File: config.mk
export PLATFORM = sky130hd
export DESIGN_NAME = fb_upload_packer
export DESIGN_NICKNAME = d
export VERILOG_FILES = /design/src/rtl/bocks_pkg.sv /design/src/rtl/fb_upload_packer_packer.sv /design/src/rtl/fb_upload_packer.sv
export SDC_FILE = /design/constraint.sdc
export NUM_CORES = 1
export LEC_CHECK = 0
export BUFFER_PORTS_ARGS = -buffer_cell sky130_fd_sc_hd__buf_4
export CAP_MARGIN = 20
export CORE_MARGIN = 4
export CORE_UTILIZATION = 40
export DETAILED_ROUTE_END_ITERATION = 6
export GPL_TIMING_DRIVEN = 0
export HOLD_SLACK_MARGIN = 0.05
export PLACE_DENSITY = 0.6
export SLEW_MARGIN = 20
export SYNTH_ARGS = -nofsm -noshare
export SYNTH_HDL_FRONTEND = slang
export SYNTH_SLANG_ARGS = --single-unit
File: constraint.sdc
create_clock -name pclk -period 3 [get_ports pclk]
set_clock_uncertainty 0.1 [all_clocks]
set_input_delay 0.45 -clock pclk [delete_from_list [all_inputs] [get_ports pclk]]
set_output_delay 0.45 -clock pclk [all_outputs]
set_load 0.03 [all_outputs]
File: src/rtl/bocks_pkg.sv
// Shared constants for the framebuffer upload path: geometry, threshold, FSM encoding.
// Latency: n/a (constants and a combinational helper only).
// Backpressure: n/a.
package bocks_pkg;

    localparam int unsigned DEF_PIXEL_COUNT = 307200;
    localparam int unsigned PIXEL_WIDTH     = 8;
    localparam logic [7:0]  DEF_THRESHOLD   = 8'h80;
    localparam int unsigned PIXELS_PER_BYTE = 8;
    localparam int unsigned DEF_BYTE_COUNT  = DEF_PIXEL_COUNT / PIXELS_PER_BYTE;

    // 1 bpp bit order matches the font bitmaps: the leftmost pixel lands in bit 7.
    localparam int unsigned LEFTMOST_BIT    = 7;

    localparam logic [1:0] S_IDLE  = 2'd0;
    localparam logic [1:0] S_FETCH = 2'd1;
    localparam logic [1:0] S_DRAIN = 2'd2;
    localparam logic [1:0] S_RESP  = 2'd3;

    // Unsigned pix >= thr via the borrow of a widened subtract, so a zero threshold is not a constant compare.
    function automatic logic pixel_on(input logic [PIXEL_WIDTH-1:0] pix,
                                      input logic [PIXEL_WIDTH-1:0] thr);
        logic [PIXEL_WIDTH:0] diff;
        diff = {1'b0, pix} - {1'b0, thr};
        return ~diff[PIXEL_WIDTH];
    endfunction

endpackage

File: src/rtl/fb_upload_packer_packer.sv
// Thresholds incoming pixels to 1 bpp and shifts them in from the LSB side.
// Latency: one capture per cycle; o_done flags the cycle the 8th pixel is being captured.
// Backpressure: none, captures whenever i_cap is high; i_clear wins over i_cap.
module fb_pixel_packer
    import bocks_pkg::*;
#(
    parameter logic [7:0] THRESHOLD = DEF_THRESHOLD
) (
    input  logic                   pclk,
    input  logic                   reset,
    input  logic                   i_clear,
    input  logic                   i_cap,
    input  logic [PIXEL_WIDTH-1:0] i_pix,
    output logic [7:0]             o_next,
    output logic                   o_done
);

    logic [7:0] r_shift;
    logic [2:0] r_cnt;
    logic       w_bit;

    assign w_bit  = pixel_on(i_pix, THRESHOLD);
    assign o_next = {r_shift[LEFTMOST_BIT-1:0], w_bit};
    assign o_done = i_cap && (r_cnt == 3'(PIXELS_PER_BYTE - 1));

    always_ff @(posedge pclk) begin
        if (reset || i_clear) begin
            r_shift <= 8'h00;
            r_cnt   <= 3'd0;
        end else if (i_cap) begin
            r_shift <= o_next;
            r_cnt   <= r_cnt + 3'd1;
        end
    end

endmodule

File: src/rtl/fb_upload_packer.sv
// Serves HPS ioctl upload reads by fetching 8 framebuffer pixels and packing them 1 bpp (bit 7 = leftmost).
// Latency: wait high 9 cycles, byte on the 10th; out-of-range in 2. FB_UPLOAD_PREFETCH_EN adds next-byte prefetch.
// Backpressure: ioctl_wait holds the HPS off; requests outside IDLE are ignored, upload fall aborts.
module fb_upload_packer
    import bocks_pkg::*;
#(
    parameter int unsigned PIXEL_COUNT = DEF_PIXEL_COUNT,
    parameter logic [7:0]  THRESHOLD   = DEF_THRESHOLD
) (
    input  logic                   pclk,
    input  logic                   reset,
    input  logic                   ioctl_upload,
    input  logic                   ioctl_rd,
    input  logic [26:0]            ioctl_addr,
    output logic [7:0]             ioctl_din,
    output logic                   ioctl_wait,
    output logic                   fb_rd,
    output logic [31:0]            fb_addr,
    input  logic [PIXEL_WIDTH-1:0] fb_data
);

    localparam logic [27:0] BYTE_COUNT = 28'(PIXEL_COUNT / PIXELS_PER_BYTE);

    logic [1:0]  r_state;
    logic [2:0]  r_k;
    logic        r_fb_rd, r_cap, r_wait;
    logic [31:0] r_fb_addr;
    logic [7:0]  r_din, r_resp;
    logic        w_req, w_in_range, w_pk_clear, w_pk_done;
    logic [31:0] w_base;
    logic [7:0]  w_pk_next;
`ifdef FB_UPLOAD_PREFETCH_EN
    logic        r_pf_run, r_pf_claim, r_pf_valid;
    logic [7:0]  r_pf_byte;
    logic [26:0] r_cur_addr;
    logic        w_claim, w_restart, w_next_ok;
    logic [27:0] w_next_addr;
`endif

    always_comb begin
        w_req      = ioctl_upload & ioctl_rd;
        w_in_range = {1'b0, ioctl_addr} < BYTE_COUNT;
        w_base     = {2'b00, ioctl_addr, 3'b000};
        w_pk_clear = (r_state == S_IDLE) || (r_state == S_RESP);
`ifdef FB_UPLOAD_PREFETCH_EN
        w_next_addr = {1'b0, r_cur_addr} + 28'd1;
        w_next_ok   = w_next_addr < BYTE_COUNT;
        w_claim     = r_pf_run & ~r_pf_claim & w_req & (ioctl_addr == r_cur_addr);
        w_restart   = r_pf_run & ~r_pf_claim & w_req & (ioctl_addr != r_cur_addr);
        if (w_restart) w_pk_clear = 1'b1;
`endif
    end

    fb_pixel_packer #(.THRESHOLD(THRESHOLD)) u_packer (
        .pclk    (pclk),
        .reset   (reset),
        .i_clear (w_pk_clear),
        .i_cap   (r_cap),
        .i_pix   (fb_data),
        .o_next  (w_pk_next),
        .o_done  (w_pk_done)
    );

    always_ff @(posedge pclk) begin
        if (reset) begin
            r_state   <= S_IDLE;
            r_k       <= 3'd0;
            r_fb_rd   <= 1'b0;
            r_cap     <= 1'b0;
            r_wait    <= 1'b0;
            r_fb_addr <= 32'd0;
            r_din     <= 8'h00;
            r_resp    <= 8'h00;
`ifdef FB_UPLOAD_PREFETCH_EN
            r_pf_run   <= 1'b0;
            r_pf_claim <= 1'b0;
            r_pf_valid <= 1'b0;
            r_pf_byte  <= 8'h00;
            r_cur_addr <= 27'd0;
`endif
        end else begin
            // fb_data answers the read issued one cycle earlier.
            r_cap <= r_fb_rd;
            case (r_state)
                S_IDLE: begin
`ifdef FB_UPLOAD_PREFETCH_EN
                    if (!ioctl_upload) r_pf_valid <= 1'b0;
`endif
                    if (w_req) begin
`ifdef FB_UPLOAD_PREFETCH_EN
                        r_pf_valid <= 1'b0;
                        r_cur_addr <= ioctl_addr;
                        if (r_pf_valid && ioctl_addr == r_cur_addr) begin
                            r_resp  <= r_pf_byte;
                            r_state <= S_RESP;
                        end else
`endif
                        if (!w_in_range) begin
                            r_resp  <= 8'h00;
                            r_state <= S_RESP;
                        end else begin
                            r_fb_addr <= w_base;
                            r_fb_rd   <= 1'b1;
                            r_k       <= 3'd0;
                            r_wait    <= 1'b1;
                            r_state   <= S_FETCH;
                        end
                    end
                end
                S_FETCH, S_DRAIN: begin
                    if (!ioctl_upload) begin
                        r_state <= S_IDLE;
                        r_fb_rd <= 1'b0;
                        r_wait  <= 1'b0;
`ifdef FB_UPLOAD_PREFETCH_EN
                        r_pf_run   <= 1'b0;
                        r_pf_claim <= 1'b0;
                        r_pf_valid <= 1'b0;
`endif
                    end else if (r_state == S_FETCH) begin
                        if (r_k == 3'd7) begin
                            r_fb_rd <= 1'b0;
                            r_state <= S_DRAIN;
                        end else begin
                            r_k       <= r_k + 3'd1;
                            r_fb_addr <= r_fb_addr + 32'd1;
                        end
                    end else begin
                        r_state <= S_RESP;
`ifdef FB_UPLOAD_PREFETCH_EN
                        r_pf_run   <= 1'b0;
                        r_pf_claim <= 1'b0;
                        if (r_pf_run && !r_pf_claim && !w_claim) begin
                            r_pf_byte  <= w_pk_next;
                            r_pf_valid <= w_pk_done;
                            r_state    <= S_IDLE;
                        end else
`endif
                        // Publish while the 8th pixel is captured so the byte is out one cycle sooner.
                        if (w_pk_done) begin
                            r_resp <= w_pk_next;
                            r_din  <= w_pk_next;
                            r_wait <= 1'b0;
                        end
                    end
                end
                S_RESP: begin
                    r_din   <= r_resp;
                    r_wait  <= 1'b0;
                    r_state <= S_IDLE;
`ifdef FB_UPLOAD_PREFETCH_EN
                    if (ioctl_upload && w_next_ok) begin
                        r_cur_addr <= w_next_addr[26:0];
                        r_fb_addr  <= {2'b00, w_next_addr[26:0], 3'b000};
                        r_fb_rd    <= 1'b1;
                        r_k        <= 3'd0;
                        r_pf_run   <= 1'b1;
                        r_state    <= S_FETCH;
                    end
`endif
                end
                default: r_state <= S_IDLE;
            endcase
`ifdef FB_UPLOAD_PREFETCH_EN
            // A request landing on a speculative fetch either adopts it or replaces it.
            if (w_claim && r_state == S_FETCH) begin
                r_pf_claim <= 1'b1;
                r_wait     <= 1'b1;
            end
            if (w_restart) begin
                r_pf_run   <= 1'b0;
                r_pf_valid <= 1'b0;
                r_cap      <= 1'b0;
                r_cur_addr <= ioctl_addr;
                r_k        <= 3'd0;
                if (w_in_range) begin
                    r_fb_addr <= w_base;
                    r_fb_rd   <= 1'b1;
                    r_wait    <= 1'b1;
                    r_state   <= S_FETCH;
                end else begin
                    r_fb_rd <= 1'b0;
                    r_resp  <= 8'h00;
                    r_state <= S_RESP;
                end
            end
`endif
        end
    end

    assign ioctl_din  = r_din;
    assign ioctl_wait = r_wait;
    assign fb_rd      = r_fb_rd;
    assign fb_addr    = r_fb_addr;

endmodule

==> results of run 1 <==
[registers in the layout, summed over array words and instances, names as in the netlist]
name / flops
fb_addr: 32
ioctl_din: 8
r_cap: 1
u_packer.r_shift: 7
r_k: 3
u_packer.r_cnt: 3
ioctl_wait: 1
fb_rd: 1
r_state: 2
r_resp: 8
[cells in the mapped netlist, types with 2 or more instances]
master     number
o21a_1          2
or3_1           4
mux2i_1        18
o2111ai_1       2
a311oi_1        2
a31o_2         11
buf_2           6
clkbuf_1       21
buf_6           2
o31a_1          3
a41oi_1         2
buf_4           2
clkbuf_2        2
and4_1          4
o21ai_0        21
nand4_4         2
a21oi_1        36
o211ai_1        3
o22ai_1         2
o2bb2ai_1       3
nor2b_1         4
dfxtp_1        66
a211oi_1       12
ha_1           11
and4b_1         2
and3_1          4
o32ai_1         6
nand2_1        40
nand4_1         8
nor2_1         31
nor4_1          4
inv_1          16
nand3_1        25
nor3_1         15
a21o_1          3
o31ai_1         3
or4_1           7
a31oi_1         8
[cell type report]
type	count	area [um^2]
tap	108	135
sequential	66	1320
buffer	34	160
clock inverter	7	103
multi-input combinational	321	2090
fill	867	4230
inverter	16	60.1
clock buffer	9	124
timing repair buffer	72	541
[power by group through the flow]
stage	Sequential (mW)	Combinational [mW]	Clock, mW
final	1.05	1.53	0.873
after CTS	1.05	1.52	0.889
after global routing	1.06	1.65	0.918
after detailed placement	1.07	1.51	0
after floorplan	1.18	0.879	0
after global placement	1.06	1.51	0
[cell usage in the layout (no fill, tap or decap), types with 4 or more instances in the layout]
cell	n
or4_1	7
ha_1	11
mux2i_1	18
clkbuf_1	21
nand2_1	40
nor2_1	31
o21ai_0	21
clkbuf_8	9
a31o_2	11
or3_1	4
nor4_1	4
nor2b_1	4
nand4_1	8
a21oi_1	36
inv_1	16
dfxtp_1	66
and3_1	4
and4_1	4
o32ai_1	6
buf_4	74
buf_2	6
nand3_1	25
nor3_1	15
a211oi_1	12
a31oi_1	8
[worst min-delay path, cell delays in order]
cell and delay (ns):
buf_4 0.09, mux2i_1 0.06, nor2_1 0.08
[final timing paths]
check	startpoint	end	slack [ns]	cells after the start
worst min-delay path	fb_data[7]	u_packer.r_shift[0]$_SDFFE_PP0P_	0.26	3
worst max-delay path	r_state[0]$_SDFFE_PP0P_	fb_addr[20]$_SDFFE_PP0P_	0.29	9
worst min register to register	r_k[1]$_SDFFE_PP0P_	r_k[1]$_SDFFE_PP0P_	0.37	2
worst max register to register	r_state[0]$_SDFFE_PP0P_	fb_addr[20]$_SDFFE_PP0P_	0.29	9
[per-stage QoR]
| stage | util | hold slack (ns) | setup WS [ns] | std cells | total power [mW] |
|---|---|---|---|---|---|
| after floorplan | - | 0.336 | 0.775 | 437 | 2.06 |
| after global placement | 0.491 | 0.342 | 0.326 | 617 | 2.58 |
| after detailed placement | 0.491 | 0.349 | 0.345 | 617 | 2.58 |
| after CTS | 0.517 | 0.261 | 0.312 | 633 | 3.45 |
| after global routing | 0.517 | 0.283 | 0.147 | 633 | 3.62 |
| final | 0.517 | 0.260 | 0.291 | 633 | 3.45 |
[logic make-up after synthesis]
group | after synthesis | synth area share
AOI/OAI and AO/OA | 132 | 0.252
xor gates and xnor gates | 1 | 0.00241
adders and majority gates | 11 | 0.0379
buffers and inverters | 50 | 0.0606
DFF | 66 | 0.364
muxes | 18 | 0.0496
and+or+nand+nor | 159 | 0.234
[routing by layer]
layer	share of wire	routed length [um]
met5	0	0
met4	0.017	190
met1	0.44	5040
met2	0.46	5280
met3	0.085	973
==> results.py, run 1 <==
metrics = {
    "pwr": {
        "internal_power_mw": 1.92,
        "p_sw_mw": 1.53,
        "ir_drop_mv": 0.317,
        "pwr-share-clk": 0.253,
        "swShare": 0.444,
        "power_per_cell_area_nw_per_um2": 762,
        "p_leak_nw": 1.71,
        "p_seq_frac": 0.304,
        "power_frac_comb": 0.443,
    },
    "yosys": {
        "ys.flop_type": "dfxtp_1",
        "synthArstFlopShare": 0,
        "yosysUniqueCellTypes": 62,
        "yosysWarnings": 0,
        "syn_area_um2": 3630,
        "synth_nets": 487,
        "syn_area_per_cell_um2": 8.31,
        "synthCells": 437,
        "ys_seq_elements": 66,
        "synth_edf_count": 0,
        "synth_top_area_cell": "dfxtp_1",
        "netlist_top_cells_area": "dfxtp_1 (36%), a21oi_1 (5.0%), mux2i_1 (5.0%)",
        "synth.top_cell.area_share": 0.364,
        "ys_seq_area_frac": 0.364,
    },
    "cts": {
        "cts_setup_buffers": 0,
        "cts_sinks": 66,
        "root_buffer": "clkbuf_8",
        "cts_buffers": 9,
        "ctsHoldBuffers": 0,
        "cts_buffer_depth": 2,
        "h-tree-depth": 3,
        "cts_resized": 0,
        "clk_pin_slew_ns": 0.08,
        "worst_skew_pair.late_latency_ns": 0.36,
        "cts_tree": "built",
    },
    "drt": {
        "drt_pass1_iterations": 7,
        "drt-initial-drc-count": 220,
        "viasPerCell": 5.89,
        "vias": 3728,
        "post-route-drc-count": 0,
        "ant_nets": 0,
        "avgRoutedWirePerCell_um": 18.2,
        "drt-total-wl_mm": 11.5,
    },
    "timing": {
        "fmax_mhz": 369,
        "setup_tns_ns": 0,
        "grt_setup_unrepaired": "false",
        "drv_slew": 0,
        "period_needed_ns": 2.71,
        "tightest_slew_ns": 0.753,
        "finalHoldViolations": 0,
        "finalSetupViolCount": 0,
        "timing.final.crit_share": 0.903,
        "max_slew_margin": 0.493,
    },
    "floorplanning": {
        "rows": 34,
        "core-area_um2": 8760,
        "ios": 81,
        "start_util": 0.414,
        "die_w_um": 103,
        "die_area_um2": 10700,
        "chipHeight_um": 103,
    },
    "critical_path": {
        "cpLargestDelayFamily": "buffers and inverters",
        "slowest_delay_ns": 0.50,
        "path_cells": "inv_1 > ha_1 > buf_4 > inv_1 > clkbuf_1 > clkbuf_1 > nor2_1 > a32oi_1 > o32ai_1",
        "cp.arrival_ns": 2.83,
        "critPathSlowestCell": "clkbuf_1",
        "worstSetupPathType": "reg2reg",
        "crit_required_ns": 3.12,
        "endpoint_kind": "flop",
        "cp-start-kind": "flop",
        "critPathBufInv": 5,
        "cp_max_fo": 10,
    },
    "finish": {
        "area_growth_pct": 24.8,
        "layout-drive-gt1-share": 0.227,
        "design_area_um2": 4530,
        "nNetsFinal": 570,
        "antenna_cells": 0,
    },
    "min_path": {
        "hold_class": "in2reg",
    },
    "global_routing": {
        "grt_busiest_layer": "met2",
        "grt_pass1_wl_mm": 18.0,
        "use_met2": 0.345,
        "gr-usage-met3": 0.0537,
        "grt_pass1_vias": 3449,
        "use_met1": 0.291,
        "grt_max_degree": 14,
        "grt_antenna_before_repair": 0,
        "gr-total-overflow": 0,
        "grtUsageTotal": 0.219,
    },
    "run": {
        "maxCapViolCount": 0,
    },
    "placement": {
        "place_area_um2": 4310,
        "place.gp.congestion": 0.856,
        "dp_hpwl_mm": 8.16,
        "io_buffers": 72,
    },
    "status": {
        "status": "complete, no violations",
    },
}
No activity file was read; power rests on OpenSTA's default activity.
==> inputs of run 2 (changes only) <==
--- a/config.mk
+++ b/config.mk
@@ -13,7 +13,7 @@
 export GPL_TIMING_DRIVEN = 0
 export HOLD_SLACK_MARGIN = 0.05
 export PLACE_DENSITY = 0.6
-export SLEW_MARGIN = 20
+export RECOVER_POWER = 25
 export SYNTH_ARGS = -nofsm -noshare
 export SYNTH_HDL_FRONTEND = slang
 export SYNTH_SLANG_ARGS = --single-unit
==> results.py, run 2 (synthesis results as in run 1) <==
metrics = {
    "status": {
        "status": "complete, no violations",
    },
    "global_routing": {
        "grt_max_degree": 14,
        "grt_antenna_before_repair": 0,
        "gr-total-overflow": 0,
        "grt_pass1_wl_mm": 18.0,
        "grtUsageTotal": 0.219,
        "grt_pass1_vias": 3449,
    },
    "placement": {
        "place.gp.congestion": 0.856,
        "dp_slack_ns": 0.345,
        "io_buffers": 72,
        "dp.cells": 617,
        "dp_hpwl_mm": 8.16,
        "place_area_um2": 4310,
    },
    "drt": {
        "post-route-drc-count": 0,
        "ant_nets": 0,
        "drt-initial-drc-count": 193,
        "top_layer": "met4",
        "m1WireLength_mm": 5.17,
        "vias": 3713,
        "dr_wl_met3_um": 877,
        "met2WireLength_mm": 5.31,
        "drt-total-wl_mm": 11.5,
        "viasPerCell": 5.87,
        "drt_pass1_iterations": 6,
        "avgRoutedWirePerCell_um": 18.2,
    },
    "min_path": {
        "hold_class": "in2reg",
        "whs_path_depth": 3,
        "worstHoldStart": "fb_data[7]",
    },
    "timing": {
        "period_needed_ns": 2.73,
        "setup_tns_ns": 0,
        "finalSetupViolCount": 0,
        "finalHoldViolations": 0,
        "fmax_mhz": 367,
        "grt_setup_unrepaired": "false",
        "timing.final.crit_share": 0.909,
        "setup_slack_ns": 0.273,
        "max_slew_margin": 0.497,
        "whs_ns": 0.257,
        "tightest_slew_ns": 0.747,
        "drv_slew": 0,
    },
    "floorplanning": {
        "die_w_um": 103,
        "start_util": 0.414,
        "ios": 81,
        "core-area_um2": 8760,
        "rows": 34,
        "die_area_um2": 10700,
        "chipHeight_um": 103,
    },
    "finish": {
        "largest_register_ffs": 32,
        "nNetsFinal": 570,
        "layout_common_cells": "dfxtp_1 (66), buf_4 (48), clkbuf_1 (47), nand2_1 (40), a21oi_1 (36)",
        "area_growth_pct": 22.2,
        "design_area_um2": 4440,
        "layout-drive-gt1-share": 0.177,
        "stdcell_count": 633,
        "fin_util": 0.506,
        "final_common_cell": "dfxtp_1",
        "antenna_cells": 0,
    },
    "cts": {
        "h-tree-depth": 3,
        "worst_skew_pair.late_latency_ns": 0.36,
        "cts_setup_buffers": 0,
        "cts_sinks": 66,
        "cts_tree": "built",
        "clk_pin_slew_ns": 0.09,
        "cts_buffers": 9,
        "cts_resized": 0,
        "root_buffer": "clkbuf_8",
        "ctsHoldBuffers": 0,
        "cts_buffer_depth": 2,
    },
    "critical_path": {
        "cp_max_fo": 10,
        "cp.arrival_ns": 2.91,
        "crit_required_ns": 3.18,
        "endpoint_kind": "flop",
        "critical_path.startpoint": "r_state[0]$_SDFFE_PP0P_",
        "rr_worst_depth": 8,
        "worstSetupPathType": "reg2reg",
        "r2r-start": "r_state[0]$_SDFFE_PP0P_",
        "cp-start-kind": "flop",
    },
    "pwr": {
        "p_leak_nw": 1.60,
        "ir_drop_mv": 0.298,
        "power_per_cell_area_nw_per_um2": 770,
        "power_mw": 3.41,
    },
    "run": {
        "maxCapViolCount": 0,
    },
}
==> run 2: worst paths after layout <==
path	to	slack, ns
worst max-delay path	fb_addr[4]$_SDFFE_PP0P_	0.27
worst min-delay path	u_packer.r_shift[0]$_SDFFE_PP0P_	0.26
worst max register to register	fb_addr[4]$_SDFFE_PP0P_	0.27
worst min register to register	r_k[2]$_SDFFE_PP0P_	0.37
==> run 2: area by class of cell <==
type | instances | area [um^2]
Buffer | 34 | 160
Clock buffer | 9 | 124
Clock inverter | 7 | 103
Fill cell | 890 | 4330
Inverter | 16 | 60.1
Multi-Input combinational cell | 321 | 2090
Sequential cell | 66 | 1320
Tap cell | 108 | 135
Timing Repair Buffer | 72 | 443
==> run 2: where the power goes <==
part           switching, mW  leakage [nW]  total [mW]  internal, mW
Clock                  0.401         0.110       0.876         0.475
Combinational           1.04         0.958        1.49         0.448
Sequential            0.0883         0.533        1.05         0.959
==> run 2: critical path, stage by stage, from the launching register on <==
cell and delay, ns:
dfxtp_1 0.41, inv_1 0.11, ha_1 0.32, buf_4 0.18, inv_1 0.08, clkbuf_1 0.45
clkbuf_1 0.56, a22oi_1 0.19, o32ai_1 0.24
==> run 2: routing by layer <==
| layer | vias to the layer above | global-route usage |
|---|---|---|
| met4 | 0 | 0.0817 |
| met2 | 140 | 0.345 |
| li1 | 1809 | - |
| met1 | 1743 | 0.291 |
| met3 | 21 | 0.0537 |
| met5 | - | 0 |
==> inputs of run 3 (changes only) <==
==> constraint.sdc (replaced) <==
create_clock -name pclk -period 2.8 [get_ports pclk]
set_clock_uncertainty 0.1 [all_clocks]
set_input_delay 0.42 -clock pclk [delete_from_list [all_inputs] [get_ports pclk]]
set_output_delay 0.42 -clock pclk [all_outputs]
set_load 0.03 [all_outputs]
==> results.py, run 3 (synthesis results as in run 1) <==
metrics = {
    "status": {
        "status": "complete, no violations",
    },
    "drt": {
        "avgRoutedWirePerCell_um": 18.3,
        "drt-total-wl_mm": 11.6,
        "vias": 3745,
        "drt-initial-drc-count": 211,
        "post-route-drc-count": 0,
        "ant_nets": 0,
        "drt_pass1_iterations": 5,
        "viasPerCell": 5.92,
    },
    "floorplanning": {
        "die_w_um": 103,
        "start_util": 0.414,
        "die_area_um2": 10700,
        "ios": 81,
        "chipHeight_um": 103,
        "core-area_um2": 8760,
        "rows": 34,
    },
    "cts": {
        "cts_setup_buffers": 0,
        "cts_tree": "built",
        "h-tree-depth": 3,
        "clk_pin_slew_ns": 0.08,
        "cts_buffer_depth": 2,
        "cts_sinks": 66,
        "ctsHoldBuffers": 0,
        "root_buffer": "clkbuf_8",
        "worst_skew_pair.late_latency_ns": 0.37,
        "cts_buffers": 9,
    },
    "critical_path": {
        "worstSetupPathType": "reg2reg",
        "path_cells": "inv_1 > ha_1 > mux2i_1 > and4b_2 > nand3_1 > clkbuf_1 > o21ai_0 > a21oi_1",
        "critPathSlowestCell": "clkbuf_1",
        "cp.arrival_ns": 2.75,
        "slowest_delay_ns": 0.50,
        "cp_max_fo": 10,
        "crit_required_ns": 2.99,
        "cp-start-kind": "flop",
        "endpoint_kind": "flop",
    },
    "pwr": {
        "ir_drop_mv": 0.320,
        "pwr-share-clk": 0.255,
        "p_leak_nw": 1.61,
        "internal_power_mw": 2.02,
        "p_sw_mw": 1.65,
        "power_per_cell_area_nw_per_um2": 827,
        "p_seq_frac": 0.305,
        "swShare": 0.449,
        "power_frac_comb": 0.440,
    },
    "finish": {
        "antenna_cells": 0,
        "design_area_um2": 4440,
        "nNetsFinal": 570,
        "layout-drive-gt1-share": 0.185,
        "n_fill_cell": 887,
        "layout_common_cells": "dfxtp_1 (66), buf_4 (48), clkbuf_1 (44), nand2_1 (40), a21oi_1 (35)",
        "final_common_cell": "dfxtp_1",
        "stdcell_count": 633,
        "fin_util": 0.507,
        "largest_register_ffs": 32,
        "area_growth_pct": 22.4,
    },
    "timing": {
        "drv_slew": 0,
        "grt_setup_unrepaired": "false",
        "max_slew_margin": 0.495,
        "setup_tns_ns": 0,
        "period_needed_ns": 2.56,
        "whs_ns": 0.228,
        "fmax_mhz": 390,
        "tightest_slew_ns": 0.751,
        "timing.final.crit_share": 0.916,
        "finalSetupViolCount": 0,
        "finalHoldViolations": 0,
    },
    "global_routing": {
        "grt_pass1_vias": 3449,
        "grtUsageTotal": 0.219,
        "grt_antenna_before_repair": 0,
        "grt_pass1_wl_mm": 18.0,
        "gr-total-overflow": 0,
        "grt_max_degree": 14,
    },
    "placement": {
        "place_area_um2": 4310,
        "place.gp.congestion": 0.856,
        "io_buffers": 72,
        "dp_hpwl_mm": 8.16,
        "dp.cells": 617,
    },
    "min_path": {
        "hold_class": "in2reg",
    },
    "run": {
        "maxCapViolCount": 0,
    },
}
-- run 3: worst max-delay path, delay by kind of cell (launching register included) --
| kind | cells | cell delay [ns] |
|---|---|---|
| simple gates | 2 | 0.49 |
| buf+inv | 2 | 0.62 |
| mux | 1 | 0.26 |
| compound gates | 2 | 0.36 |
| fa+ha+maj | 1 | 0.30 |
| flops | 1 | 0.36 |
-- run 3: path summary, 6_finish.rpt --
path | startpoint | to | slack (ns) | cells past startpoint
hold reg to reg | r_k[2]$_SDFFE_PP0P_ | r_k[2]$_SDFFE_PP0P_ | 0.37 | 2
setup / recovery | r_state[0]$_SDFFE_PP0P_ | fb_addr[18]$_SDFFE_PP0P_ | 0.24 | 8
hold / removal | fb_data[7] | u_packer.r_shift[0]$_SDFFE_PP0P_ | 0.23 | 3
setup reg to reg | r_state[0]$_SDFFE_PP0P_ | fb_addr[18]$_SDFFE_PP0P_ | 0.24 | 8
-- run 3: stage by stage --
step                power, mW  setup slack (ns)
detailed placement       2.76             0.145
CTS                      3.70             0.112
global route             3.85            0.0719
floorplan                2.21             0.575
finish                   3.68             0.236
global placement         2.76             0.126
-- run 3: routing by layer --
metal | vias up | routed length [um] | GRT usage | share of wire
met5 | - | 0 | 0 | 0
li1 | 1814 | - | - | -
met1 | 1762 | 5220 | 0.291 | 0.45
met4 | 0 | 211 | 0.0817 | 0.018
met3 | 22 | 880 | 0.0537 | 0.076
met2 | 147 | 5300 | 0.345 | 0.46
-- run 3: power groups by stage --
stage          logic [mW]  registers [mW]  clock network, mW
6_report             1.62            1.12              0.938
4_1_cts              1.63            1.12              0.952
5_1_grt              1.73            1.13              0.984
3_5_place_dp         1.62            1.14                  0
2_1_floorplan       0.942            1.26                  0
3_3_place_gp         1.62            1.14                  0
-- run 3: layout make-up --
| class | count | area (um^2) | share of cell area |
|---|---|---|---|
| inverters | 16 | 60.1 | 0.0135 |
| well taps | 108 | 135 | 0.0304 |
| multi-input cells | 321 | 2090 | 0.471 |
| flip-flops and latches | 66 | 1320 | 0.297 |
| clock inverters | 7 | 103 | 0.0231 |
| clock buffers | 9 | 124 | 0.0279 |
| plain buffers | 34 | 164 | 0.0369 |
| repair buffers | 72 | 443 | 0.0997 |
-- run 3: timing repair --
action                                  in CTS  in global routing
endpoints found under the setup margin       0                 11
resized for setup                            0                  7
endpoints found under the hold margin        0                  0
